===== src/rtl/fml_fb_writer.sv =====
// Frame-buffer writer: gathers pixel words into 4-beat FML write bursts,
// configured and monitored through a small Wishbone register block.
module fml_fb_writer #(
   parameter int g_fml_depth = 26
) (
   input  logic                   clk_sys_i,
   input  logic                   rst_i,
   input  logic                   frame_start_i,
   input  logic [31:0]            pix_i,
   input  logic                   pix_valid_i,
   output logic                   pix_ready_o,
   output logic [g_fml_depth-1:0] fml_adr,
   output logic                   fml_stb,
   output logic                   fml_we,
   output logic [3:0]             fml_sel,
   output logic [31:0]            fml_do,
   input  logic                   fml_ack,
   input  logic [31:0]            wb_adr_i,
   input  logic [31:0]            wb_dat_i,
   output logic [31:0]            wb_dat_o,
   input  logic [3:0]             wb_sel_i,
   input  logic                   wb_cyc_i,
   input  logic                   wb_stb_i,
   input  logic                   wb_we_i,
   output logic                   wb_ack_o,
   output logic                   wb_stall_o,
   output logic                   done_o
);
   localparam int AW = g_fml_depth - 4;

   typedef enum logic [1:0] {IDLE, FILL, REQ, XFER} state_t;

   state_t        state_q, state_d;
   logic          en_q, en_d;
   logic [AW-1:0] base_q, base_d;
   logic [AW-1:0] size_q, size_d;
   logic [AW-1:0] cnt_q, cnt_d;
   logic [AW-1:0] addr_q, addr_d;
   logic [AW-1:0] rem_q, rem_d;
   logic          done_q, done_d;
   logic          abrt_q, abrt_d;
   logic [1:0]    wcnt_q, wcnt_d;
   logic [1:0]    beat_q, beat_d;
   logic          ack_q, ack_d;
   logic [31:0]   dat_q, dat_d;
   logic [31:0]   buf_q [4];

   logic        wb_req, wb_wr, wb_rd, busy;
   logic [4:0]  reg_a;
   logic [31:0] wmask, base_v, size_v, cnt_v, rdv, merged;
   logic        unused_adr;

   assign wb_req     = wb_cyc_i && wb_stb_i;
   assign wb_wr      = wb_req && wb_we_i;
   assign wb_rd      = wb_req && !wb_we_i;
   assign reg_a      = wb_adr_i[4:0];
   assign unused_adr = ^wb_adr_i[31:5];
   assign busy       = (state_q != IDLE);
   assign wmask      = {{8{wb_sel_i[3]}}, {8{wb_sel_i[2]}},
                        {8{wb_sel_i[1]}}, {8{wb_sel_i[0]}}};

   always_comb begin
      base_v = '0;
      base_v[g_fml_depth-1:4] = base_q;
      size_v = 32'(size_q);
      cnt_v  = 32'(cnt_q);
      case (reg_a)
         5'd0:    rdv = {31'b0, en_q};
         5'd4:    rdv = base_v;
         5'd8:    rdv = size_v;
         5'd12:   rdv = {29'b0, abrt_q, done_q, busy};
         5'd16:   rdv = cnt_v;
         default: rdv = '0;
      endcase
      merged = (rdv & ~wmask) | (wb_dat_i & wmask);
   end

   always_comb begin
      state_d = state_q;
      en_d    = en_q;
      base_d  = base_q;
      size_d  = size_q;
      cnt_d   = cnt_q;
      addr_d  = addr_q;
      rem_d   = rem_q;
      done_d  = done_q;
      abrt_d  = abrt_q;
      wcnt_d  = wcnt_q;
      beat_d  = beat_q;
      ack_d   = wb_req;
      dat_d   = wb_rd ? rdv : '0;

      if (wb_wr) begin
         case (reg_a)
            5'd0:  if (wb_sel_i[0]) en_d = wb_dat_i[0];
            5'd4:  base_d = merged[g_fml_depth-1:4];
            5'd8:  size_d = merged[AW-1:0];
            5'd12: if (wb_sel_i[0]) begin
                      if (wb_dat_i[1]) done_d = 1'b0;
                      if (wb_dat_i[2]) abrt_d = 1'b0;
                   end
            default: ;
         endcase
      end

      // hardware updates come last so a same-cycle W1C loses to a set
      unique case (state_q)
         IDLE: if (frame_start_i && en_q) begin
            if (size_q != '0) begin
               addr_d  = base_q;
               rem_d   = size_q;
               cnt_d   = '0;
               done_d  = 1'b0;
               abrt_d  = 1'b0;
               wcnt_d  = 2'd0;
               state_d = FILL;
            end else begin
               done_d = 1'b1;
            end
         end
         FILL: if (pix_valid_i) begin
            wcnt_d = wcnt_q + 2'd1;
            if (wcnt_q == 2'd3) state_d = REQ;
         end
         REQ: if (fml_ack) begin
            beat_d  = 2'd1;
            state_d = XFER;
         end
         XFER: begin
            if (beat_q == 2'd3) begin
               addr_d = addr_q + AW'(1);
               cnt_d  = cnt_q + AW'(1);
               rem_d  = rem_q - AW'(1);
               wcnt_d = 2'd0;
               if (rem_q == AW'(1)) begin
                  done_d  = 1'b1;
                  state_d = IDLE;
               end else if (!en_q) begin
                  abrt_d  = 1'b1;
                  state_d = IDLE;
               end else begin
                  state_d = FILL;
               end
            end else begin
               beat_d = beat_q + 2'd1;
            end
         end
      endcase
   end

   always_ff @(posedge clk_sys_i) begin
      if (rst_i) begin
         state_q <= IDLE;
         en_q    <= 1'b0;
         base_q  <= '0;
         size_q  <= '0;
         cnt_q   <= '0;
         addr_q  <= '0;
         rem_q   <= '0;
         done_q  <= 1'b0;
         abrt_q  <= 1'b0;
         wcnt_q  <= 2'd0;
         beat_q  <= 2'd0;
         ack_q   <= 1'b0;
         dat_q   <= '0;
      end else begin
         state_q <= state_d;
         en_q    <= en_d;
         base_q  <= base_d;
         size_q  <= size_d;
         cnt_q   <= cnt_d;
         addr_q  <= addr_d;
         rem_q   <= rem_d;
         done_q  <= done_d;
         abrt_q  <= abrt_d;
         wcnt_q  <= wcnt_d;
         beat_q  <= beat_d;
         ack_q   <= ack_d;
         dat_q   <= dat_d;
      end
   end

   always_ff @(posedge clk_sys_i) begin
      if (state_q == FILL && pix_valid_i) buf_q[wcnt_q] <= pix_i;
   end

   always_comb begin
      fml_do = '0;
      if (state_q == REQ) fml_do = buf_q[0];
      else if (state_q == XFER) fml_do = buf_q[beat_q];
   end

   assign fml_adr     = {addr_q, 4'b0};
   assign fml_stb     = (state_q == REQ);
   assign fml_we      = 1'b1;
   assign fml_sel     = 4'hF;
   assign pix_ready_o = (state_q == FILL);
   assign done_o      = done_q;
   assign wb_ack_o    = ack_q;
   assign wb_dat_o    = dat_q;
   assign wb_stall_o  = 1'b0;
endmodule

===== config.mk =====
export PLATFORM = sky130hd
export DESIGN_NAME = fml_fb_writer
export DESIGN_NICKNAME = d
export VERILOG_FILES = /design/src/rtl/fml_fb_writer.sv
export SDC_FILE = /design/constraint.sdc
export NUM_CORES = 1
export LEC_CHECK = 0
export CELL_PAD_IN_SITES_DETAIL_PLACEMENT = 0
export CELL_PAD_IN_SITES_GLOBAL_PLACEMENT = 1
export CORE_AREA = 8 8 182 184
export DETAILED_ROUTE_END_ITERATION = 8
export DIE_AREA = 0 0 190 192
export PLACE_DENSITY = 0.85
export SYNTH_ARGS = -nofsm -noshare
export SYNTH_HDL_FRONTEND = slang
export SYNTH_SLANG_ARGS = --single-unit

===== constraint.sdc =====
create_clock -name clk_sys_i -period 2.77 [get_ports clk_sys_i]
set_input_delay 0.6925 -clock clk_sys_i [delete_from_list [all_inputs] [get_ports clk_sys_i]]
set_output_delay 0.6925 -clock clk_sys_i [all_outputs]
set_load 0.005 [all_outputs]

==> flow_metrics.env, run 1 <==
export IMPL_status="complete, no violations"
export IMPL_hp_class="flop to flop"
export IMPL_rsz0062_at_grt="true"
export IMPL_final_common_cell="dfxtp_1"
export IMPL_synthFlopType="dfxtp_1"
export IMPL_drc_errors=0
export IMPL_cap_viol_max_count=0
export IMPL_power_uw=8190
export IMPL_path_delay_family="multiplexers"
export IMPL_tightestPinTransition_ps=839
export IMPL_fin_crit_ps=2720
export IMPL_rows=64
export IMPL_postRouteAntennaNets=0
export IMPL_die_y_um=192
export IMPL_place_ws_ps=-26.4
export IMPL_synth_distinct_cells=70
export IMPL_final_max_slew_viol_count=0
export IMPL_synth_area_mm2=0.0125
export IMPL_fin_crit_sh_pct=98.4
export IMPL_syn_avg_cell_area_um2=10.8
export IMPL_p_leak_uw=0.00540
export IMPL_start_kind="flop"
export IMPL_ys_seq_area_share_pct=54.6
export IMPL_grt_usage_pct=19.5
export IMPL_layout_drive_gt1_share_pct=15.7
export IMPL_vdd_drop_max_mv=0.547
export IMPL_grt_ovfl_total=0
export IMPL_diodes=0
export IMPL_grt_pass1_wl_um=56700
export IMPL_timing_fmax_ghz=0.367
export IMPL_yosysWarnings=0
export IMPL_crit_fanout=6
export IMPL_clockRootBuffer="clkbuf_16"
export IMPL_synth_async_reset_ratio_pct=0
export IMPL_via_per_inst=5.72
export IMPL_clock_sinks=276
export IMPL_grt_pass1_vias=9789
export IMPL_synth_edff_count=128
export IMPL_area_delta_synth_final_pct=26.5
export IMPL_synth_cells=1159
export IMPL_cts_buffers=28
export IMPL_critPathArrivalTime_ps=2030
export IMPL_power_density_mw_per_mm2=519
export IMPL_pin_count=208
export IMPL_critPathBufInv=2
export IMPL_layout_common_cells="146 x dfxtp_1, 128 x edfxtp_1, 125 x clkdlybuf4s50_1"
export IMPL_drt_wl_total_um=37100
export IMPL_path_clk_slew_ps=60
export IMPL_wl_per_cell_um=20.9
export IMPL_hold_violations=0
export IMPL_crit_path_cell_trace="buf_4, mux4_2, a22o_1, buf_2"
export IMPL_fillers=2653
export IMPL_grt_max_degree=71
export IMPL_ys_ff_latch=276
export IMPL_cts_tree="yes"
export IMPL_drt_pass1_iter_count=6
export IMPL_slowest_stage="mux4_2"
export IMPL_worstSetupEndpointType="primary output"
export IMPL_h_tree_depth=1
export IMPL_portBuffers=158
export IMPL_skew_ps=16.0
export IMPL_max_stage_delay_ps=530
export IMPL_insertion_delay_ps=550
export IMPL_drt_iter0_markers=931
export IMPL_gp_congestion=0.899
export IMPL_hold_buffers=0
export IMPL_start_util_pct=41.3
export IMPL_setup_viol=0
export IMPL_die_area_mm2=0.0365
export IMPL_nets=1478
export IMPL_core_area_mm2=0.0302
export IMPL_worst_setup_path_type="flop to primary output"
export IMPL_critPathRequiredTime_ps=2080
export IMPL_vias=10200
export IMPL_timing_final_ws_setup_ps=45.5
export IMPL_cts_path_max_buffers=3
export IMPL_die_w_um=190
export IMPL_hpwl_um=25300
export IMPL_slew_limit_headroom_pct=44.1
export IMPL_antenna_found_initial=1
-- report_power, final --
group / total [uW] / leakage [uW] / switching, uW / internal, uW
Combinational: 250 / 0.00262 / 127 / 122
Sequential: 4260 / 0.00234 / 1.39 / 4260
Clock: 3680 / 0.000440 / 1600 / 2090
-- cell type report --
cell class                 count  area, um2  share of cell area (%)
inverter                      19       71.3                   0.452
tap                          396        495                    3.14
timing repair buffer         241       2300                    14.6
sequential                   276       6810                    43.2
multi-input combinational    791       5200                    33.0
clock buffer                  37        786                    4.98
clock inverter                15        105                   0.666
-- stage by stage --
stage | hold WS (ps) | utilization [%] | cell area, um2 | setup TNS (ps) | cells
2_1_floorplan | 444 | - | 12500 | 0 | 1173
3_3_place_gp | 457 | 49.0 | 14800 | -48.4 | 1713
3_5_place_dp | 470 | 49.0 | 14800 | -61.2 | 1713
4_1_cts | 480 | 52.3 | 15800 | -35.3 | 1775
5_1_grt | 502 | 52.2 | 15800 | -41.0 | 1775
6_report | 479 | 52.2 | 15800 | 0 | 1775
-- registers in the layout (all words and copies together), names as in the netlist, named ones only --
| name | cells |
|---|---|
| beat_q | 2 |
| wb_dat_o | 26 |
| wb_ack_o | 1 |
| state_q | 2 |
| en_q | 1 |
| rem_q | 22 |
| base_q | 22 |
| size_q | 22 |
| cnt_q | 22 |
| addr_q | 22 |
| done_o | 1 |
| buf_q | 128 |
| abrt_q | 1 |
| wcnt_q | 2 |
-- worst paths after layout --
path	depth (start not counted)	startpoint	endpoint	slack, ps
worst min-delay path	2	base_q[5]	base_q[5]	480
worst max-delay path	4	flop	fml_do[16]	50
worst min register to register	2	base_q[5]	base_q[5]	480
worst max register to register	7	size_q[13]	addr_q[0]	140
-- logic make-up (layout without fill, tap and decap cells) --
| family | after synthesis | after routing | share of synthesized area [%] |
|---|---|---|---|
| buffers and inverters | 106 | 312 | 4.23 |
| AOI/OAI and AO/OA | 266 | 266 | 13.9 |
| other | 2 | 16 | 0.0603 |
| xor gates and xnor gates | 15 | 15 | 1.05 |
| DFF | 276 | 276 | 54.6 |
| muxes | 48 | 48 | 7.11 |
| and+or+nand+nor | 433 | 433 | 17.8 |
| adders and majority gates | 13 | 13 | 1.31 |
-- worst min-delay path, delay by kind of cell, from the launching register on --
| kind | cells | cell delay [ps] |
|---|---|---|
| AO/OA/AOI/OAI | 1 | 60 |
| AND/OR/NAND/NOR | 1 | 50 |
| flip-flops | 1 | 320 |
-- metal layers --
| metal | up-vias | wire length [um] | track usage [%] |
|---|---|---|---|
| li1 | 4721 | - | - |
| met1 | 4961 | 15400 | 25.8 |
| met5 | - | 12 | 0 |
| met4 | 2 | 724 | 4.81 |
| met2 | 423 | 17500 | 31.7 |
| met3 | 51 | 3450 | 4.76 |
-- Yosys cell counts (all sizes together) (28+ instances only) --
cell type	instances	area, um2
dfxtp	148	2960
clkbuf	49	215
buf	38	240
nor3	28	145
nor2	88	330
o21ai	48	240
mux4	32	721
nand2	111	424
nand2b	42	263
nand3	63	320
a22o	34	298
edfxtp	128	3840
a21oi	108	541
-- what timing repair did --
| item | CTS | global route |
|---|---|---|
| buffers inserted | 6 | 0 |
| setup endpoints to repair | 32 | 13 |
| pin swaps | 30 | 9 |
| cloned | 5 | 1 |
| gates resized for setup | 130 | 10 |
(Power assumes the default switching activity.)
==> inputs of run 2 (changes only) <==
Settings changed: CAP_MARGIN set to 25, CORE_AREA 8 8 182 184 to 8 8 150 222, DIE_AREA 0 0 190 192 to 0 0 158 230, PLACE_DENSITY 0.85 to 0.86.
==> run 2 against run 1 <==
Against the previous run: the flow now finishes with violations (setup timing); die area down 0.38%; clock-buffer cell count down 9; flip-flop and latch count stayed put; critical path depth up 1; critical path type unchanged.
==> flow_metrics.env, run 2 (synthesis results as in run 1) <==
export IMPL_area_delta_synth_final_pct=27.4
export IMPL_skew_ps=23.4
export IMPL_grt_max_degree=49
export IMPL_setup_viol=8
export IMPL_clockRootBuffer="clkbuf_16"
export IMPL_rr_endpoint="addr_q[0]"
export IMPL_worstRegToRegCells=8
export IMPL_layout_drive_gt1_share_pct=16.1
export IMPL_core_area_mm2=0.0301
export IMPL_rsz0062_at_grt="true"
export IMPL_power_density_mw_per_mm2=519
export IMPL_worst_setup_path_type="flop to primary output"
export IMPL_die_y_um=230
export IMPL_hpwl_um=25500
export IMPL_worstSetupEndpointType="primary output"
export IMPL_path_delay_family="multiplexers"
export IMPL_crit_fanout=5
export IMPL_vias=10200
export IMPL_stdcell_count=1781
export IMPL_grt_pass1_vias=10500
export IMPL_crit_path_cell_trace="buf_6, buf_16, mux4_2, a22o_1, buf_2"
export IMPL_drt_iter0_markers=733
export IMPL_grt_pass1_wl_um=58900
export IMPL_critPathRequiredTime_ps=2080
export IMPL_regToRegSetupSlack_ps=320
export IMPL_wl_per_cell_um=21.3
export IMPL_drt_wl_total_um=37900
export IMPL_tightestPinTransition_ps=656
export IMPL_path_clk_slew_ps=70
export IMPL_die_area_mm2=0.0363
export IMPL_antenna_found_initial=0
export IMPL_grt_busiest_layer="met2"
export IMPL_gp_congestion=0.900
export IMPL_critPathBufInv=3
export IMPL_h_tree_depth=1
export IMPL_final_max_slew_viol_count=0
export IMPL_timing_final_ws_setup_ps=-23.2
export IMPL_fillers=2687
export IMPL_hp_class="flop to flop"
export IMPL_cts_buffers=27
export IMPL_critPathArrivalTime_ps=2100
export IMPL_crit_path_end="fml_do[13]"
export IMPL_grt_usage_pct=20.6
export IMPL_grtUsageMet1_pct=22.6
export IMPL_top_register="buf_q"
export IMPL_met2_usage_pct=37.8
export IMPL_start_util_pct=41.5
export IMPL_rows=78
export IMPL_start_kind="flop"
export IMPL_largest_reg_flops=128
export IMPL_cts_path_max_buffers=3
export IMPL_portBuffers=158
export IMPL_cts_tree="yes"
export IMPL_max_stage_delay_ps=500
export IMPL_fin_crit_sh_pct=101
export IMPL_insertion_delay_ps=560
export IMPL_die_w_um=158
export IMPL_met3_usage_pct=2.76
export IMPL_drt_pass1_iter_count=6
export IMPL_final_area_mm2=0.0159
export IMPL_layout_common_cells="145 x dfxtp_1, 128 x edfxtp_1, 125 x clkdlybuf4s50_1"
export IMPL_p_leak_uw=0.00541
export IMPL_violations="setup timing"
export IMPL_hold_violations=0
export IMPL_vdd_drop_max_mv=0.514
export IMPL_clock_sinks=276
export IMPL_final_common_cell="dfxtp_1"
export IMPL_fin_crit_ps=2790
export IMPL_diodes=0
export IMPL_pin_count=208
export IMPL_place_inst=1714
export IMPL_r2r_start="size_q[8]"
export IMPL_power_uw=8240
export IMPL_nets=1481
export IMPL_slew_limit_headroom_pct=55.9
export IMPL_grt_ovfl_total=0
export IMPL_status="finished with violations"
export IMPL_drc_errors=0
export IMPL_crit_cells=5
export IMPL_via_per_inst=5.72
export IMPL_timing_fmax_ghz=0.358
export IMPL_postRouteAntennaNets=0
export IMPL_placed_area_mm2=0.0149
export IMPL_cap_viol_max_count=0
export IMPL_slowest_stage="mux4_2"
## run 2: how the worst min path moves through the flow
stage / start / endpoint / slack, ps / cells past startpoint
final: rem_q[1] / rem_q[1] / 460 / 2
after detailed placement: rem_q[1] / rem_q[1] / 460 / 2
after CTS: rem_q[1] / rem_q[1] / 470 / 2
after floorplan: base_q[8] / base_q[8] / 440 / 2
after global routing: rem_q[1] / rem_q[1] / 490 / 2
after global placement: rem_q[1] / rem_q[1] / 450 / 2
## run 2: timing repair
action                     4_1_cts  5_1_grt
setup endpoints to repair       33       32
hold endpoints to repair         0        0
setup buffers                   14        1
cloned                           5        1
gates resized for setup        137        4
hold buffers                     0        0
pin swaps                       32        5
## run 2: through the flow
step / util (%) / hold slack, ps / setup TNS (ps) / worst slack, ps
CTS: 52.9 / 466 / -211 / -31.1
floorplan: - / 444 / 0 / 535
detailed placement: 49.4 / 456 / -250 / -114
finish: 52.8 / 463 / -92.2 / -23.2
global placement: 49.4 / 453 / -115 / -49.7
global route: 52.8 / 490 / -782 / -79.8
## run 2: final cells by class
cell class | instances | area, um2 | share of cell area [%]
clock buffers | 28 | 679 | 4.28
inverters | 19 | 71.3 | 0.449
flip-flops and latches | 276 | 6810 | 42.9
repair buffers | 245 | 2390 | 15.0
clock inverters | 22 | 219 | 1.38
well taps | 400 | 500 | 3.15
multi-input cells | 791 | 5210 | 32.8
## run 2: worst reg2reg max path, cell delays in order (launching register included)
cell	delay [ps]
dfxtp_1	320
nor4_1	500
buf_4	220
nand4_2	210
o21ai_2	580
buf_12	240
nor3_1	70
a21oi_1	130
a21oi_1	70
## run 2: routing by layer
layer / wire length, um / up-vias
met4: 1770 / 0
met3: 2340 / 90
met5: 0 / -
met1: 13700 / 4976
li1: - / 4728
met2: 20100 / 390
## run 2: report_power, final
part	total, uW	switching (uW)	internal (uW)
combinational	250	126	123
clock	3730	1640	2090
sequential	4260	1.52	4260
total	8240	1770	6470
